[config.mk]
export PLATFORM = sky130hd
export DESIGN_NAME = counter_input_conditioner
export DESIGN_NICKNAME = d
export VERILOG_FILES = /design/src/rtl/counter_pkg.sv /design/src/rtl/debounce_filter.sv /design/src/rtl/counter_input_conditioner.sv
export SDC_FILE = /design/constraint.sdc
export NUM_CORES = 1
export LEC_CHECK = 0
export BUFFER_PORTS_ARGS = -buffer_cell sky130_fd_sc_hd__buf_4
export CAP_MARGIN = 20
export CORE_MARGIN = 1
export CORE_UTILIZATION = 57
export CTS_CLUSTER_DIAMETER = 50
export DETAILED_ROUTE_END_ITERATION = 6
export GPL_ROUTABILITY_DRIVEN = 0
export MAX_ROUTING_LAYER = met4
export PLACE_DENSITY = 0.78
export SLEW_MARGIN = 40
export SYNTH_ARGS = -nofsm -noshare
export SYNTH_HDL_FRONTEND = slang
export SYNTH_SLANG_ARGS = --single-unit
[constraint.sdc]
create_clock -name iClk -period 2.3 [get_ports iClk]
set_input_delay 0 -clock iClk [delete_from_list [all_inputs] [get_ports iClk]]
set_output_delay 0 -clock iClk [all_outputs]
set_load 0.01 [all_outputs]
[src/rtl/counter_pkg.sv]
// Shared types and default constants for the counter front-end.
package counter_pkg;

  typedef enum logic {
    RELEASED = 1'b0,
    PRESSED  = 1'b1
  } key_state_e;

  localparam int unsigned DEBOUNCE_DEFAULT = 500000;
  localparam int unsigned AUTO_DIV_DEFAULT = 50000000;

endpackage

[src/rtl/debounce_filter.sv]
// Two-flop synchroniser followed by a stable-count debounce filter.
// A new level is accepted only after N consecutive differing synced samples.
module debounce_filter
  import counter_pkg::*;
#(
  parameter int unsigned N         = DEBOUNCE_DEFAULT,
  parameter logic        RESET_VAL = 1'b0
) (
  input  logic iClk,
  input  logic iRst,
  input  logic iRaw,
  output logic oStable
);

  localparam int unsigned CNT_W = (N > 1) ? $clog2(N) : 1;

  logic             sync1;
  logic             sync2;
  logic [CNT_W-1:0] cnt;

  // NOTE: sequential state uses <= so every flop samples pre-edge values.
  always_ff @(posedge iClk) begin
    if (iRst) begin
      sync1 <= RESET_VAL;
      sync2 <= RESET_VAL;
    end else begin
      sync1 <= iRaw;
      sync2 <= sync1;
    end
  end

  // Any sample matching the accepted level restarts the count.
  always_ff @(posedge iClk) begin
    if (iRst) begin
      cnt     <= '0;
      oStable <= RESET_VAL;
    end else if (sync2 == oStable) begin
      cnt <= '0;
    end else if (cnt == CNT_W'(N - 1)) begin
      oStable <= sync2;
      cnt     <= '0;
    end else begin
      cnt <= cnt + 1'b1;
    end
  end

endmodule

[src/rtl/counter_input_conditioner.sv]
// Conditions the step key and mode switches into clean, synchronous control
// for the skip/reverse counter: one-cycle step pulses plus stable mode levels.
module counter_input_conditioner
  import counter_pkg::*;
#(
  parameter int unsigned DEBOUNCE_CYCLES = DEBOUNCE_DEFAULT,
  parameter int unsigned AUTO_DIV        = AUTO_DIV_DEFAULT
) (
  input  logic iClk,
  input  logic iRst,
  input  logic iKeyStep_n,
  input  logic iSwSkip,
  input  logic iSwRev,
  input  logic iSwAuto,
  output logic oStep,
  output logic oSkip,
  output logic oRev,
  output logic oAuto
);

  localparam int unsigned PRE_W = (AUTO_DIV > 1) ? $clog2(AUTO_DIV) : 1;

  logic key_db;
  logic skip_db;
  logic rev_db;
  logic auto_db;

  debounce_filter #(.N(DEBOUNCE_CYCLES), .RESET_VAL(1'b1)) u_key (
    .iClk(iClk), .iRst(iRst), .iRaw(iKeyStep_n), .oStable(key_db)
  );
  debounce_filter #(.N(DEBOUNCE_CYCLES), .RESET_VAL(1'b0)) u_skip (
    .iClk(iClk), .iRst(iRst), .iRaw(iSwSkip), .oStable(skip_db)
  );
  debounce_filter #(.N(DEBOUNCE_CYCLES), .RESET_VAL(1'b0)) u_rev (
    .iClk(iClk), .iRst(iRst), .iRaw(iSwRev), .oStable(rev_db)
  );
  debounce_filter #(.N(DEBOUNCE_CYCLES), .RESET_VAL(1'b0)) u_auto (
    .iClk(iClk), .iRst(iRst), .iRaw(iSwAuto), .oStable(auto_db)
  );

  key_state_e       state_q;
  key_state_e       state_d;
  logic             key_pulse;
  logic [PRE_W-1:0] presc;
  logic             presc_wrap;
  logic             step_d;

  // NOTE: defaults first so every path assigns every signal (no latch).
  always_comb begin
    state_d   = state_q;
    key_pulse = 1'b0;
    unique case (state_q)
      RELEASED: if (!key_db) begin
        state_d   = PRESSED;
        key_pulse = 1'b1;
      end
      PRESSED: if (key_db) state_d = RELEASED;
      default: state_d = RELEASED;
    endcase
  end

  // The key FSM keeps tracking in auto mode; only its pulse is ignored.
  assign presc_wrap = auto_db && (presc == PRE_W'(AUTO_DIV - 1));
  assign step_d     = (auto_db ? presc_wrap : key_pulse) && !oStep;

  always_ff @(posedge iClk) begin
    if (iRst) begin
      state_q <= RELEASED;
      presc   <= '0;
      oStep   <= 1'b0;
      oSkip   <= 1'b0;
      oRev    <= 1'b0;
    end else begin
      state_q <= state_d;
      if (!auto_db || presc_wrap) presc <= '0;
      else                        presc <= presc + 1'b1;
      oStep <= step_d;
      // Mode levels never change together with a step pulse.
      if (!step_d) begin
        oSkip <= skip_db;
        oRev  <= rev_db;
      end
    end
  end

  assign oAuto = auto_db;

endmodule

Yosys cells after proc, flatten, opt, wreduce, memory -nomap -nowiden
Index checks and enable logic that the tools add are counted.
{"block": "classes", "n_addsub": 5, "eq_ne": 9, "n_mux": 3, "bitwise": 4, "reduce_logical": 14}
{"operator": "19-bit by 1-bit adder with 19-bit output (second input constant)", "count": 4}
{"operator": "19-bit == test (second input constant)", "count": 4}
{"operator": "26-bit by 1-bit adder with 26-bit output (second input constant)", "count": 1}
{"operator": "26-bit == test (second input constant)", "count": 1}
{"operator": "3-bit OR reduction", "count": 4}
{"operator": "2-bit AND reduction", "count": 4}
{"operator": "1-bit == test", "count": 4}
{"operator": "1-bit inverter", "count": 4}
{"operator": "1-bit two-way mux", "count": 3}
{"operator": "1-bit logical AND", "count": 2}
{"operator": "1-bit logical NOT", "count": 2}
{"operator": "2-bit OR reduction", "count": 1}
{"operator": "1-bit logical OR", "count": 1}
{"block": "word_totals", "ff_bits": 118, "in_bits": 6, "elab_cells": 56}

Longest topological paths before layout
{"block": "depth", "word_depth": 4, "mapped_depth": 7, "mapped_depth_nobuf": 5}

Modules after synthesis
From an unflattened synthesis, not the netlist that was laid out.
{"block": "unflattened", "hier_cells": 590, "hier_area_um2": 5439.0}
{"mod": "debounce_filter at u_auto ...", "instances": 3, "cells_each": 109, "area_each_um2": 984.7, "seq_area_each_um2": 440.4}
{"mod": "counter_input_conditioner", "instances": 1, "cells_each": 153, "area_each_um2": 1433.9, "seq_area_each_um2": 600.6}
{"mod": "debounce_filter at u_key", "instances": 1, "cells_each": 110, "area_each_um2": 1051.0, "seq_area_each_um2": 440.4}

Worst setup path before layout
No wires, ideal clock.
{"block": "synth_path", "path_type": "reg2reg", "start": "register u_auto.cnt[0]", "end": "register u_auto.cnt[10]", "arrival_ns": 1.835, "t_required_ns": 2.183, "setup_slack_ns": 0.348, "stages_incl_launch_ff": 8, "path_buffers": 2, "synth_period_minus_slack_ns": 1.952, "cell_sequence": "dfxtp_1 ha_1 and4_1 clkbuf_1 nand4_1 o21bai_1 buf_2 nor2_1"}
{"block": "synth_between", "elab_chain_len": 2, "elab_cells_between_ends": 3, "cone_classes": "add/sub: 1; eq/ne: 1; reduce/logical: 1"}
{"element": "start, declared", "line_no": "debounce_filter.sv:19", "text": "logic [CNT_W-1:0] cnt;"}
{"element": "start signal, assigned", "line_no": "debounce_filter.sv:43", "text": "cnt <= cnt + 1'b1;"}
{"element": "parallel branches: the longest is 2 deep, another holds 19-bit by 1-bit adder with 19-bit output"}
Parallel ways; which one is timed is not known.
A chain may end at the register's enable or synchronous reset.

Final worst setup path
{"block": "layout_path", "start": "register presc[0]", "end": "register presc[20]"}
{"block": "layout_between", "elab_chain_len": 4, "elab_cells_between_ends": 5, "cone_classes": "add/sub: 1; eq/ne: 1; reduce/logical: 3"}
{"element": "start, declared", "line_no": "counter_input_conditioner.sv:44", "text": "logic [PRE_W-1:0] presc;"}
{"element": "start signal, assigned", "line_no": "counter_input_conditioner.sv:76", "text": "else presc <= presc + 1'b1;"}
{"element": "parallel branches: the longest is 4 deep, another holds 26-bit by 1-bit adder with 26-bit output"}
Parallel ways; which one is timed is not known.

==> impl_results.md <==
- Initial core utilization: 59.29%
- Tcrit/Tclk final: 90.15%
- Port bufs: 9
- Syn_nets: 605
- Crit path required time: 2.74 ns
- Post-synth EDFFs: 0
- Post-DP HPWL: 6584 um
- Setup Skew: 0.008672 ns
- Fin Setup TNS: 0 ns
- Final Slew Violations: 0
- CTS tree: built
- Antenna viol nets, final: 0
- I/O pins: 10
- Row count: 34
- Top cells by area, synth: dfxtp_1, nor2_1, xnor2_1, xor2_1, a21oi_1
- Clock Sinks: 118
- Routed WL per cell: 13.45 um
- Reg clk slew, reported paths: 0.06 ns
- WHS: 0.3361 ns
- Mean post-synth cell area: 8.790 um2
- Tmin final: 2.074 ns
- Cell Pwr Density: 756.6 nW/um2
- Initial antenna violation count: 0
- Drt total wl: 9901 um
- Fraction of layout cells with a size suffix above 1: 8.917%
- Worst-path fanout max: 8
- Die area: 9547 um2
- Initial DRT Pass Iterations: 5
- Largest net degree at the start of global routing: 26
- Reg-to-Reg Start: presc[0]
- #FFs+latches synth: 118
- Crit path launch: presc[0]
- Sequential area share after synthesis: 45.24%
- Iter 0 DRT Violations: 146
- Setup repair after global routing missed its margin: false
- Post-synthesis async set-or-reset flop share: 0%
- Achievable Freq: 482.3 MHz
- Vias in the first global route: 3959
- R2r setup slk: 0.23 ns
- Dpl cells: 695
- Outcome: finished, final reports clean
- Synthesized area: 5221 um2
- Die X: 97.71 um
- Grt ovf: 0
- Cell taking the most area after synthesis: dfxtp_1
- H-tree levels: 4
- # Post-CTS Setup Buffers: 0
- Layout Nets: 626
- CP endpoint: presc[20]
- Max-cap violations: 0
- Core area: 8806 um2
- Vias: 4250
- Top FF cell, synth: dfxtp_1
- CTS resizes: 0
- GRT Total Usage: 23.03%
- Leak: 0.001857 uW
- Worst-margin pin slew: 0.6075 ns
- Arr. time, crit path: 2.52 ns
- Reg-to-reg endpoint: presc[20]
- Quantity of hold-fixing buffers added after cts: 9
- Top-count cell post-synth: dfxtp_1
- Relative slew slack: 59.13%
- Worst-skew pair later-pin latency: 0.51 ns
- Global-route wire length before repair: 17120 um
- Final hold violation count: 0
- Synth Warn #: 0
- Root Buffer: clkbuf_8
- Unique masters post-synth: 44
- Routed vias/inst: 5.774
- Clock Path Buffers: 2
- CTS Buf Count: 17
- Worst setup EP type: register
- Ant diodes: 0
- Top cell type's share of synthesized area: 45.24%
- Layout area overhead: 15.26%
- Crit path kind: reg -> reg
- CP Launch Type: register
- Total chip power: 4553 uW
- Residual DRC: 0
- Post-route core utilization: 68.34%
- Final setup fails: 0
- Fin cells: 736
- Most frequent cells after synthesis: dfxtp_1, nor2_1, nand2_1, a21oi_1, nand3_1
- Die Y: 97.71 um
- Hold Path Class: in -> reg
- Cells after Synth: 594
- Peak VDD IR: 0.6698 mV
- Worst Reg-to-Reg Cells: 5
==> power by group <==
| part | total, uW | switching, uW | leakage, uW | internal, uW |
|---|---|---|---|---|
| clock network | 2440 | 878 | 0.000281 | 1570 |
| registers | 2060 | 4.95 | 0.000952 | 2050 |
| logic | 50.2 | 24.7 | 0.000625 | 25.5 |
| total | 4550 | 908 | 0.00186 | 3650 |
==> through the flow <==
stage	setup WS, ns	area, um2
3_5_place_dp	0.2535	5366
6_report	0.2265	6018
4_1_cts	0.2138	6018
3_3_place_gp	0.3214	5366
5_1_grt	0.1053	6018
2_1_floorplan	0.3478	5221
==> worst min-delay path by stage <==
stage / startpoint / end / cells after the start
floorplan: iRst / u_rev.sync2 / 1
global placement: iKeyStep_n / u_key.sync1 / 2
detailed placement: iKeyStep_n / u_key.sync1 / 2
CTS: iRst / u_rev.oStable / 3
global route: iRst / u_rev.oStable / 3
finish: iRst / u_rev.oStable / 3
==> kinds of logic after synthesis <==
| family | count (synthesis) | synth area share (%) |
|---|---|---|
| muxes | 6 | 1.198 |
| AOI/OAI and AO/OA | 78 | 8.770 |
| and+or+nand+nor | 285 | 29.81 |
| buffers and inverters | 38 | 3.043 |
| adders and majority gates | 5 | 1.198 |
| DFF | 118 | 45.24 |
| xor gates and xnor gates | 64 | 10.74 |
==> state kept, by name, indices dropped and copies added, names as in the netlist, 19 cells and up <==
name,flops
u_rev.cnt,19
u_key.cnt,19
presc,26
u_auto.cnt,19
u_skip.cnt,19
==> cells in the final DEF (no fill, tap or decap), drive strengths merged, types with 4 or more instances in the layout <==
| cell type | netlist | layout |
|---|---|---|
| dlygate4sd3 | 0 | 9 |
| xnor2 | 32 | 32 |
| nor2b | 6 | 6 |
| clkbuf | 13 | 24 |
| o21ai | 21 | 21 |
| nor4b | 7 | 7 |
| xor2 | 32 | 32 |
| dfxtp | 118 | 118 |
| nand4 | 27 | 27 |
| clkinv | 0 | 6 |
| inv | 17 | 17 |
| buf | 8 | 14 |
| nor4 | 15 | 15 |
| or4 | 15 | 15 |
| nor2 | 79 | 79 |
| mux2i | 4 | 4 |
| and4 | 14 | 14 |
| a21oi | 34 | 34 |
| nand3 | 34 | 34 |
| or3 | 28 | 28 |
| o31ai | 14 | 14 |
| nor3 | 9 | 9 |
| and3 | 4 | 4 |
| nand2 | 37 | 37 |
| ha | 5 | 5 |
==> worst max-delay path, cell delays in order (launching register included) <==
cell	delay, ns
dfxtp_1	0.36
ha_1	0.30
nand4_4	0.16
or4b_1	0.66
or3_1	0.38
a21oi_1	0.14
==> layer usage <==
layer,global-route usage [%],routed length (um)
met1,25.35,4445
met3,6.978,373
met4,9.207,123
met2,38.90,4959
met5,-,0
==> cell type report <==
type	count	area, um2
timing repair buffer	23	195.2
clock buffer	24	490.5
sequential	118	2362
multi-input combinational	438	2700
inverter	17	63.81
fill	716	2788
tap	108	135.1
clock inverter	8	71.32
No activity file was read; power rests on OpenSTA's default activity.
